==> src/rtl/seq_det_ctx_sched.sv <==
// ---------------------------------------------------------------------------
// seq_det_ctx_sched
//
// Time-shares one overlapping "11001" Mealy detector among NCH serial bit
// streams. Each cycle a round-robin arbiter grants at most one eligible
// channel. That channel's saved detector state goes through the shared
// transition logic, and the result is written back to the same channel.
// Hit counters are kept per channel and saturate at their maximum value.
//
// Ports
//   clk        : clock, rising edge
//   rst_n      : asynchronous active-low reset
//   bit_valid  : [NCH] channel i offers a serial bit
//   bit_data   : [NCH] serial bit of channel i
//   bit_ready  : [NCH] one-hot/zero grant (combinational, no bit_data path)
//   ch_clr     : [NCH] synchronous clear of channel i state and counter
//   det_valid  : one-cycle pulse, pattern completed
//   det_ch     : [CW] channel that completed the pattern
//   rd_ch      : [CW] counter read select
//   rd_count   : [CNTW] hit counter of channel rd_ch (combinational)
// ---------------------------------------------------------------------------
module seq_det_ctx_sched #(
   parameter int NCH  = 4,
   parameter int CW   = 2,
   parameter int CNTW = 8
) (
   input  logic            clk,
   input  logic            rst_n,
   input  logic [NCH-1:0]  bit_valid,
   input  logic [NCH-1:0]  bit_data,
   output logic [NCH-1:0]  bit_ready,
   input  logic [NCH-1:0]  ch_clr,
   output logic            det_valid,
   output logic [CW-1:0]   det_ch,
   input  logic [CW-1:0]   rd_ch,
   output logic [CNTW-1:0] rd_count
);

   typedef enum logic [2:0] {
      S0 = 3'd0,  // idle
      S1 = 3'd1,  // "1"
      S2 = 3'd2,  // "11"
      S3 = 3'd3,  // "110"
      S4 = 3'd4   // "1100"
   } state_t;

   // Shared detector transition. A hit is S4 followed by a 1, which is
   // decoded separately.
   function automatic state_t next_state(input state_t s, input logic b);
      case (s)
         S0:      return b ? S1 : S0;
         S1:      return b ? S2 : S0;
         S2:      return b ? S2 : S3;
         S3:      return b ? S1 : S4;
         S4:      return b ? S1 : S0;
         default: return S0;
      endcase
   endfunction

   state_t          ctx_q [NCH];
   logic [CNTW-1:0] cnt_q [NCH];
   logic [CW-1:0]   ptr_q;
   logic            det_valid_q;
   logic [CW-1:0]   det_ch_q;

   logic [NCH-1:0]  eligible;
   logic [NCH-1:0]  grant;
   logic            grant_any;
   logic [CW-1:0]   grant_idx;
   logic [CW-1:0]   cand;
   state_t          cur_state;
   logic            cur_bit;
   state_t          ctx_d;
   logic [CNTW-1:0] cnt_d;
   logic [CW-1:0]   ptr_d;
   logic            hit;

   // A channel being cleared is masked, so its bit stays on the input.
   assign eligible = bit_valid & ~ch_clr;

   // Search ptr, ptr+1, ... modulo NCH, and keep the first eligible channel.
   always_comb begin
      // NOTE: each variable gets a default before any conditional assignment.
      // Without the default, a path that skips the assignment infers a latch.
      grant_any = 1'b0;
      grant_idx = '0;
      cand      = '0;
      for (int off = 0; off < NCH; off++) begin
         cand = CW'((int'(ptr_q) + off) % NCH);
         if (!grant_any && eligible[cand]) begin
            grant_any = 1'b1;
            grant_idx = cand;
         end
      end
   end

   assign grant     = grant_any ? (NCH'(1) << grant_idx) : '0;
   assign bit_ready = rst_n ? grant : '0;

   assign cur_state = ctx_q[grant_idx];
   assign cur_bit   = bit_data[grant_idx];
   assign ctx_d     = next_state(cur_state, cur_bit);
   assign hit       = grant_any && (cur_state == S4) && cur_bit;
   assign cnt_d     = (hit && (cnt_q[grant_idx] != '1)) ? cnt_q[grant_idx] + CNTW'(1)
                                                       : cnt_q[grant_idx];
   assign ptr_d     = !grant_any                  ? ptr_q :
                      (grant_idx == CW'(NCH - 1)) ? '0    : grant_idx + CW'(1);

   always_ff @(posedge clk or negedge rst_n) begin
      if (!rst_n) begin
         // NOTE: the per-channel context is a small register array, not a RAM.
         // It must be reset so that every stream starts from idle.
         for (int i = 0; i < NCH; i++) begin
            ctx_q[i] <= S0;
            cnt_q[i] <= '0;
         end
         ptr_q       <= '0;
         det_valid_q <= 1'b0;
         det_ch_q    <= '0;
      end else begin
         // NOTE: sequential state uses non-blocking assignments only, so every
         // register samples values from before the edge.
         ptr_q       <= ptr_d;
         det_valid_q <= hit;
         if (hit) det_ch_q <= grant_idx;
         if (grant_any) begin
            ctx_q[grant_idx] <= ctx_d;
            cnt_q[grant_idx] <= cnt_d;
         end
         // The clear comes last and wins. A pulse already decoded this cycle
         // still goes out through det_valid_q.
         for (int i = 0; i < NCH; i++) begin
            if (ch_clr[i]) begin
               ctx_q[i] <= S0;
               cnt_q[i] <= '0;
            end
         end
      end
   end

   // Read view padded to 2**CW entries, so that any rd_ch value is a legal index.
   logic [CNTW-1:0] cnt_rd [2**CW];
   for (genvar gi = 0; gi < 2**CW; gi++) begin : g_rd
      if (gi < NCH) begin : g_real
         assign cnt_rd[gi] = cnt_q[gi];
      end else begin : g_pad
         assign cnt_rd[gi] = '0;
      end
   end

   assign rd_count  = rst_n ? cnt_rd[rd_ch] : '0;
   assign det_valid = det_valid_q;
   assign det_ch    = det_ch_q;

endmodule
==> config.mk <==
export PLATFORM = sky130hd
export DESIGN_NAME = seq_det_ctx_sched
export DESIGN_NICKNAME = d
export VERILOG_FILES = /design/src/rtl/seq_det_ctx_sched.sv
export SDC_FILE = /design/constraint.sdc
export NUM_CORES = 1
export LEC_CHECK = 0
export ABC_AREA = 1
export BUFFER_PORTS_ARGS = -buffer_cell sky130_fd_sc_hd__buf_2
export CAP_MARGIN = 30
export CORE_ASPECT_RATIO = 1.1
export CORE_UTILIZATION = 45
export DETAILED_ROUTE_END_ITERATION = 10
export PLACE_DENSITY = 0.59
export SLEW_MARGIN = 20
export SYNTH_ARGS = -nofsm -noshare
export SYNTH_HDL_FRONTEND = slang
export SYNTH_SLANG_ARGS = --single-unit
==> constraint.sdc <==
create_clock -name clk -period 3.6 [get_ports clk]
set_input_delay 0.36 -clock clk [delete_from_list [all_inputs] [get_ports clk]]
set_output_delay 0.36 -clock clk [all_outputs]
set_load 0.05 [all_outputs]
==> results of run 1 <==
-- area by class of cell --
type / instances / area [um2] / share of cell area [%]
Tap cell: 108 / 135.1 / 3.398
Sequential cell: 49 / 1226 / 30.84
Timing Repair Buffer: 41 / 232.7 / 5.853
Multi-Input combinational cell: 414 / 2051 / 51.57
Clock buffer: 5 / 68.82 / 1.731
Inverter: 63 / 241.5 / 6.073
Clock inverter: 3 / 21.27 / 0.5349
-- layout by cell type (no fill, tap or decap) --
cell type | Yosys | final
buf_4 | 3 | 11
a21oi_1 | 23 | 23
nand2_1 | 167 | 167
inv_1 | 58 | 58
nand2_4 | 6 | 6
o21ai_2 | 1 | 1
nor2_1 | 20 | 20
xor2_1 | 1 | 1
nor2_2 | 7 | 7
nand4_1 | 4 | 4
buf_2 | 5 | 30
clkinv_2 | 0 | 1
o21ai_1 | 6 | 6
ha_1 | 5 | 5
nor2_4 | 2 | 2
nor2_8 | 1 | 1
nand3_1 | 108 | 108
nand2_2 | 18 | 18
o21ai_0 | 32 | 32
inv_2 | 3 | 3
nand3b_1 | 4 | 4
nand3_2 | 4 | 4
xnor2_1 | 1 | 1
o21bai_1 | 1 | 1
dfrtp_1 | 49 | 49
nand3_4 | 1 | 1
inv_6 | 0 | 1
clkbuf_8 | 0 | 5
inv_4 | 2 | 2
nand4_4 | 1 | 1
clkinvlp_4 | 0 | 1
and2_1 | 1 | 1
-- cell families (layout without fill, tap and decap cells) --
family / count (synthesis) / count (layout) / share of synthesized area [%]
XOR/XNOR: 2 / 2 / 0.4812
buffers and inverters: 81 / 112 / 10.00
adder cells (fa/ha/maj): 5 / 5 / 1.718
AND/OR/NAND/NOR: 344 / 344 / 45.29
AO/OA/AOI/OAI: 63 / 63 / 8.832
flip-flops: 49 / 49 / 33.68
-- synth_stat cells, drive strengths merged --
| library cell | n | area [um2] |
|---|---|---|
| buf | 13 | 103.8 |
| o21ai | 39 | 198.9 |
| ha | 5 | 62.56 |
| xnor2 | 1 | 8.760 |
| nand2 | 191 | 807.0 |
| clkbuf | 5 | 18.77 |
| nand3 | 113 | 598.1 |
| and2 | 1 | 6.260 |
| nand3b | 4 | 30.03 |
| o21bai | 1 | 7.510 |
| nand4 | 5 | 46.29 |
| xor2 | 1 | 8.760 |
| a21oi | 23 | 115.1 |
| inv | 63 | 241.5 |
| dfrtp | 49 | 1226 |
| nor2 | 30 | 161.4 |
-- flip-flops by register name (all words and copies together), names as in the netlist --
register	cells
ptr_q	2
det_ch	2
det_valid	1
ctx_q	12
cnt_q	32
-- per-stage QoR --
step	setup slack [ns]	instance area, um2	util [%]
final	0.2541	3976	50.52
after global routing	0.04502	3976	50.52
after CTS	0.2605	3976	50.52
after detailed placement	0.4110	3886	49.38
after global placement	0.4726	3886	49.38
after floorplan	0.7988	3641	-
-- metal layers --
layer	GRT usage (%)	share of wire, %	up-vias
li1	-	-	1816
met1	37.15	48	1729
met2	40.63	45	119
met3	3.431	5.6	14
met4	8.197	1.9	0
met5	0	0	-
-- path summary, 6_finish.rpt --
path	depth (start not counted)	slack [ns]	startpoint	end
min	2	0.14	rst_n	ptr_q[0]
max in group asynchronous	2	2.98	rst_n	cnt_q[14]
max	13	0.25	ptr_q[0]	bit_ready[2]
max reg2reg	20	0.34	ptr_q[0]	cnt_q[13]
min reg2reg	2	0.49	cnt_q[18]	cnt_q[18]
min in group clk	4	0.43	ch_clr[3]	ctx_q[0]
==> impl_metrics.yaml, run 1 <==
run_status:
  status: "finished clean"
critical_path:
  cp_max_fo: 34
  critical_path.startpoint_type: "flip-flop"
  cp.required_ns: 3.24
  crit_chain: "inv_4, nand3_1, nand3_2, nand2_4, nand2_2, nand2_4, nand2_4, nand2_4, inv_1, ha_1, nand2_1, nor2_1, buf_2"
  critical_path_buf_inv_count: 3
  path_class: "reg2out"
  arrival_ns: 2.99
  critPathMaxStageDelay_ns: 0.62
  cpMostUsedCell: "nand2_4"
  slowest_stage: "dfrtp_1"
  crit_family: "simple AND/OR/NAND/NOR gates"
  critPathCaptureType: "output pin"
timing:
  clock_skew_ns: 0.008181
  setup_viol: 0
  setup_tns_ns: 0
  slew_headroom_pct: 55.58
  maxSlewViolCount: 0
  grt_setup_unrepaired: "false"
  fin_hold_ws_ns: 0.1384
  post-route-period-util_pct: 92.94
  fin_crit_ns: 3.346
  worst_slew_pin_slew_ns: 0.6663
  hold_viol_final: 0
  fmax_ghz: 0.2989
layout:
  nFillCells: 826
  area_growth_pct: 9.210
  diodes: 0
  layout.cells.non_filler: 683
  drive_gt1_share_pct: 16.52
  final_nets: 595
cts:
  cts_hold_buf: 0
  ctsResizeCount: 0
  cts_buffers: 5
  clk_latency_ns: 0.31
  cts_buffer_depth: 2
  cts_sinks: 49
  clk_pin_slew_ns: 0.11
  cts_tree: "yes"
  root_buffer: "clkbuf_8"
  htreeDepth: 2
  postCtsSetupBuffers: 0
placed_design:
  dpl.hpwl_mm: 7.221
  port_buffers: 30
  placedCellCount: 675
  gp_congestion: 0.9406
job:
  drv_cap: 0
global_routing:
  antenna_found_initial: 0
  track_usage_pct: 26.06
  grt_overflow: 0
  first_global_vias: 3234
  grt_pass1_wl_mm: 16.56
  grt_max_degree: 50
routing:
  vias_per_cell: 5.385
  drtPass1Iterations: 6
  ant_nets: 0
  vias: 3678
  post_drt_wl_per_cell_um: 15.38
  drcViolationCount: 0
  routed_wl_mm: 10.50
  drtIter0Drc: 251
floorplan:
  start_util_pct: 46.26
  die_h_um: 96.34
  die_w_um: 87.77
  dieArea_um2: 8455
  rows: 34
  io_pins: 31
  coreArea_um2: 7870
hold_path:
  hold_class: "in2async"
synth:
  ys_types: 30
  yosysWarnings: 0
  yosysSeqAreaShare_pct: 33.68
  synth_area_per_cell_um2: 6.693
  syn_nets: 565
  ys_seq_elements: 49
  synthCells: 544
  synth_area_um2: 3641
Power of run 1 is not shown: default switching activity piles up to over one toggle a cycle in this logic, so the estimate is an artifact.
==> run 2, diff against run 1 <==
--- a/config.mk
+++ b/config.mk
@@ -5,7 +5,6 @@
 export SDC_FILE = /design/constraint.sdc
 export NUM_CORES = 1
 export LEC_CHECK = 0
-export ABC_AREA = 1
 export BUFFER_PORTS_ARGS = -buffer_cell sky130_fd_sc_hd__buf_2
 export CAP_MARGIN = 30
 export CORE_ASPECT_RATIO = 1.1
==> run 2 against run 1 <==
Effect of this change: synthesized cell count down 34%; critical path type is now in2reg; via count down 19%; the flow now finishes with violations (design-rule violations); non-clock buffer count up 8; sequential share of layout area up 1.8 points; final area down 5.4%; cell count down 31%; worst setup slack better by 0.20 ns; utilization up 1.9 points; sequential cell count unchanged; global-route usage up 0.063 points; synthesized area down 7.0%.
==> impl_metrics.yaml, run 2 <==
global_routing:
  grt_max_degree: 34
  grt_pass1_wl_mm: 15.76
  track_usage_pct: 26.12
  first_global_vias: 2887
  grt_overflow: 0
  antenna_found_initial: 0
synth:
  yosysSeqAreaShare_pct: 36.20
  async_flop_share_pct: 100.0
  yosysMostFrequentCell: "dfrtp_1"
  synth_area_um2: 3387
  synth_area_per_cell_um2: 9.461
  synth.area.top_cells: "dfrtp_1 36%, mux2i_1 5.3%, mux4_2 5.3%, nor2_1 4.2%, and2_1 3.3%"
  synthTopCellsByCount: "49 x dfrtp_1, 38 x nor2_1, 30 x nand2_1"
  yosysWarnings: 0
  ys_types: 56
  syn_nets: 379
  yosysTopAreaCell: "dfrtp_1"
  synthCells: 358
  synth_edf_count: 0
  ys_seq_elements: 49
  yosys_most_used_dff: "dfrtp_1"
  yosys.area.top_type_share_pct: 36.20
layout:
  drive_gt1_share_pct: 20.98
  area_growth_pct: 11.01
  final_nets: 407
  layout_commonest_cell: "dfrtp_1"
  layout_common_cells: "49 x dfrtp_1, 38 x nor2_1, 30 x nand2_1, 30 x buf_2"
  largest_reg_flops: 32
  layout.cells.non_filler: 471
  top_regs: "cnt_q x32, ctx_q x12"
  diodes: 0
  largest_register: "cnt_q"
timing:
  fin_crit_ns: 3.142
  fmax_ghz: 0.3182
  grt_setup_unrepaired: "false"
  hold_viol_final: 0
  worst_slew_pin_slew_ns: 0.7690
  fin_hold_ws_ns: 0.4623
  clock_skew_ns: 0.01160
  maxSlewViolCount: 0
  setup_tns_ns: 0
  setup_viol: 0
  post-route-period-util_pct: 87.29
  setup_slack_ns: 0.4577
  slew_headroom_pct: 48.73
cts:
  htreeDepth: 2
  cts_sinks: 49
  cts_buffer_depth: 2
  clk_latency_ns: 0.31
  cts_buffers: 5
  cts_tree: "yes"
  clk_pin_slew_ns: 0.09
  postCtsSetupBuffers: 0
  root_buffer: "clkbuf_8"
critical_path:
  cp_max_fo: 15
  crit_chain: "buf_2, nor2b_1, a21boi_1, o21a_2, inv_2, nand2_1, and3_1, a31oi_1, ha_1, o221ai_2, o311ai_4, o21ai_0, a311oi_1"
  cp.required_ns: 3.81
  arrival_ns: 3.35
  critPathMaxStageDelay_ns: 0.50
  rr_worst_depth: 11
  critPathCaptureType: "flip-flop"
  critical_path.startpoint_type: "primary input"
  path_class: "in2reg"
  slowest_stage: "o311ai_4"
floorplan:
  rows: 32
  die_h_um: 92.99
  die_w_um: 84.72
  dieArea_um2: 7878
  start_util_pct: 47.26
  io_pins: 31
  coreArea_um2: 7167
power_and_ir_drop:
  clkPwrFrac_pct: 22.2
  p_seq_share_pct: 39.6
  switchingPower_uw: 691.7
  vdd_drop_max_mv: 0.4392
  p_leak_nw: 1.585
  power_density_nw_per_um2: 466.4
  switching_share_pct: 39.44
  power_mw: 1.754
  internal_power_mw: 1.062
  comb_power_share_pct: 38.3
routing:
  ant_nets: 0
  post_drt_wl_per_cell_um: 20.18
  routed_wl_mm: 9.504
  vias: 2977
  vias_per_cell: 6.321
  drcViolationCount: 1
  drtPass1Iterations: 7
  drtIter0Drc: 142
placed_design:
  preCtsSetupSlack_ns: 0.1289
  placedCellCount: 463
  dpl.hpwl_mm: 6.890
  gp_congestion: 0.9030
  port_buffers: 30
hold_path:
  hold_class: "in2async"
run_status:
  violations: "design-rule violations"
  status: "finished, violations left"
job:
  drv_cap: 0
## run 2: metrics by stage
| stage | util [%] | instance area, um2 |
|---|---|---|
| after CTS | 52.46 | 3760 |
| after global placement | 50.87 | 3646 |
| after floorplan | - | 3387 |
| after global routing | 52.46 | 3760 |
| final | 52.46 | 3760 |
| after detailed placement | 50.87 | 3646 |
## run 2: area by class of cell
cell class / count / area, um2
clock buffer: 5 / 68.82
sequential: 49 / 1226
fill: 662 / 3407
tap: 85 / 106.4
multi-input combinational: 278 / 2017
inverter: 3 / 11.26
timing repair buffer: 49 / 295.3
clock inverter: 2 / 35.03
## run 2: path summary, 6_finish.rpt
path	start	endpoint	slack [ns]
max in group asynchronous	rst_n	cnt_q[21]	2.46
max	ch_clr[0]	cnt_q[18]	0.46
min	rst_n	ctx_q[6]	0.46
min reg2reg	ctx_q[4]	ctx_q[4]	0.52
min in group clk	ch_clr[3]	ctx_q[0]	0.47
max reg2reg	ptr_q[1]	cnt_q[18]	0.47
## run 2: worst max-delay path: cells and delay by family
family / cells / cell delay (ns)
AO/OA/AOI/OAI: 7 / 1.89
AND/OR/NAND/NOR: 3 / 0.49
buffers and inverters: 2 / 0.35
adder cells (fa/ha/maj): 1 / 0.26
## run 2: layer usage
metal | share of wire (%) | track usage [%] | up-vias | wire length [um]
met5 | 0 | 0 | - | 0
met4 | 1.9 | 6.638 | 0 | 183
met3 | 4.8 | 3.001 | 16 | 452
met2 | 48 | 43.29 | 111 | 4536
met1 | 46 | 36.58 | 1438 | 4332
li1 | - | - | 1412 | -
## run 2: logic make-up (layout without fill, tap and decap cells)
group | Yosys count | in the layout | share of synthesized area [%]
AO/OA/AOI/OAI | 78 | 78 | 18.99
XOR/XNOR | 1 | 1 | 0.2586
adder cells (fa/ha/maj) | 5 | 5 | 1.847
buffers and inverters | 31 | 59 | 4.248
flip-flops | 49 | 49 | 36.20
multiplexers | 31 | 31 | 12.30
AND/OR/NAND/NOR | 163 | 163 | 26.15
## run 2: timing repair
item / CTS / global route
hold buffers: 1 / 0
hold endpoints to repair: 9 / 0
resized for setup: 0 / 0
## run 2: power by group through the flow
stage	clock network, mW	logic [mW]	registers, mW
2_1_floorplan	0	0.460	0.721
3_3_place_gp	0	0.660	0.703
3_5_place_dp	0	0.665	0.704
4_1_cts	0.397	0.668	0.693
5_1_grt	0.418	0.730	0.705
6_report	0.389	0.671	0.694
Power figures use the tool's default switching activity.
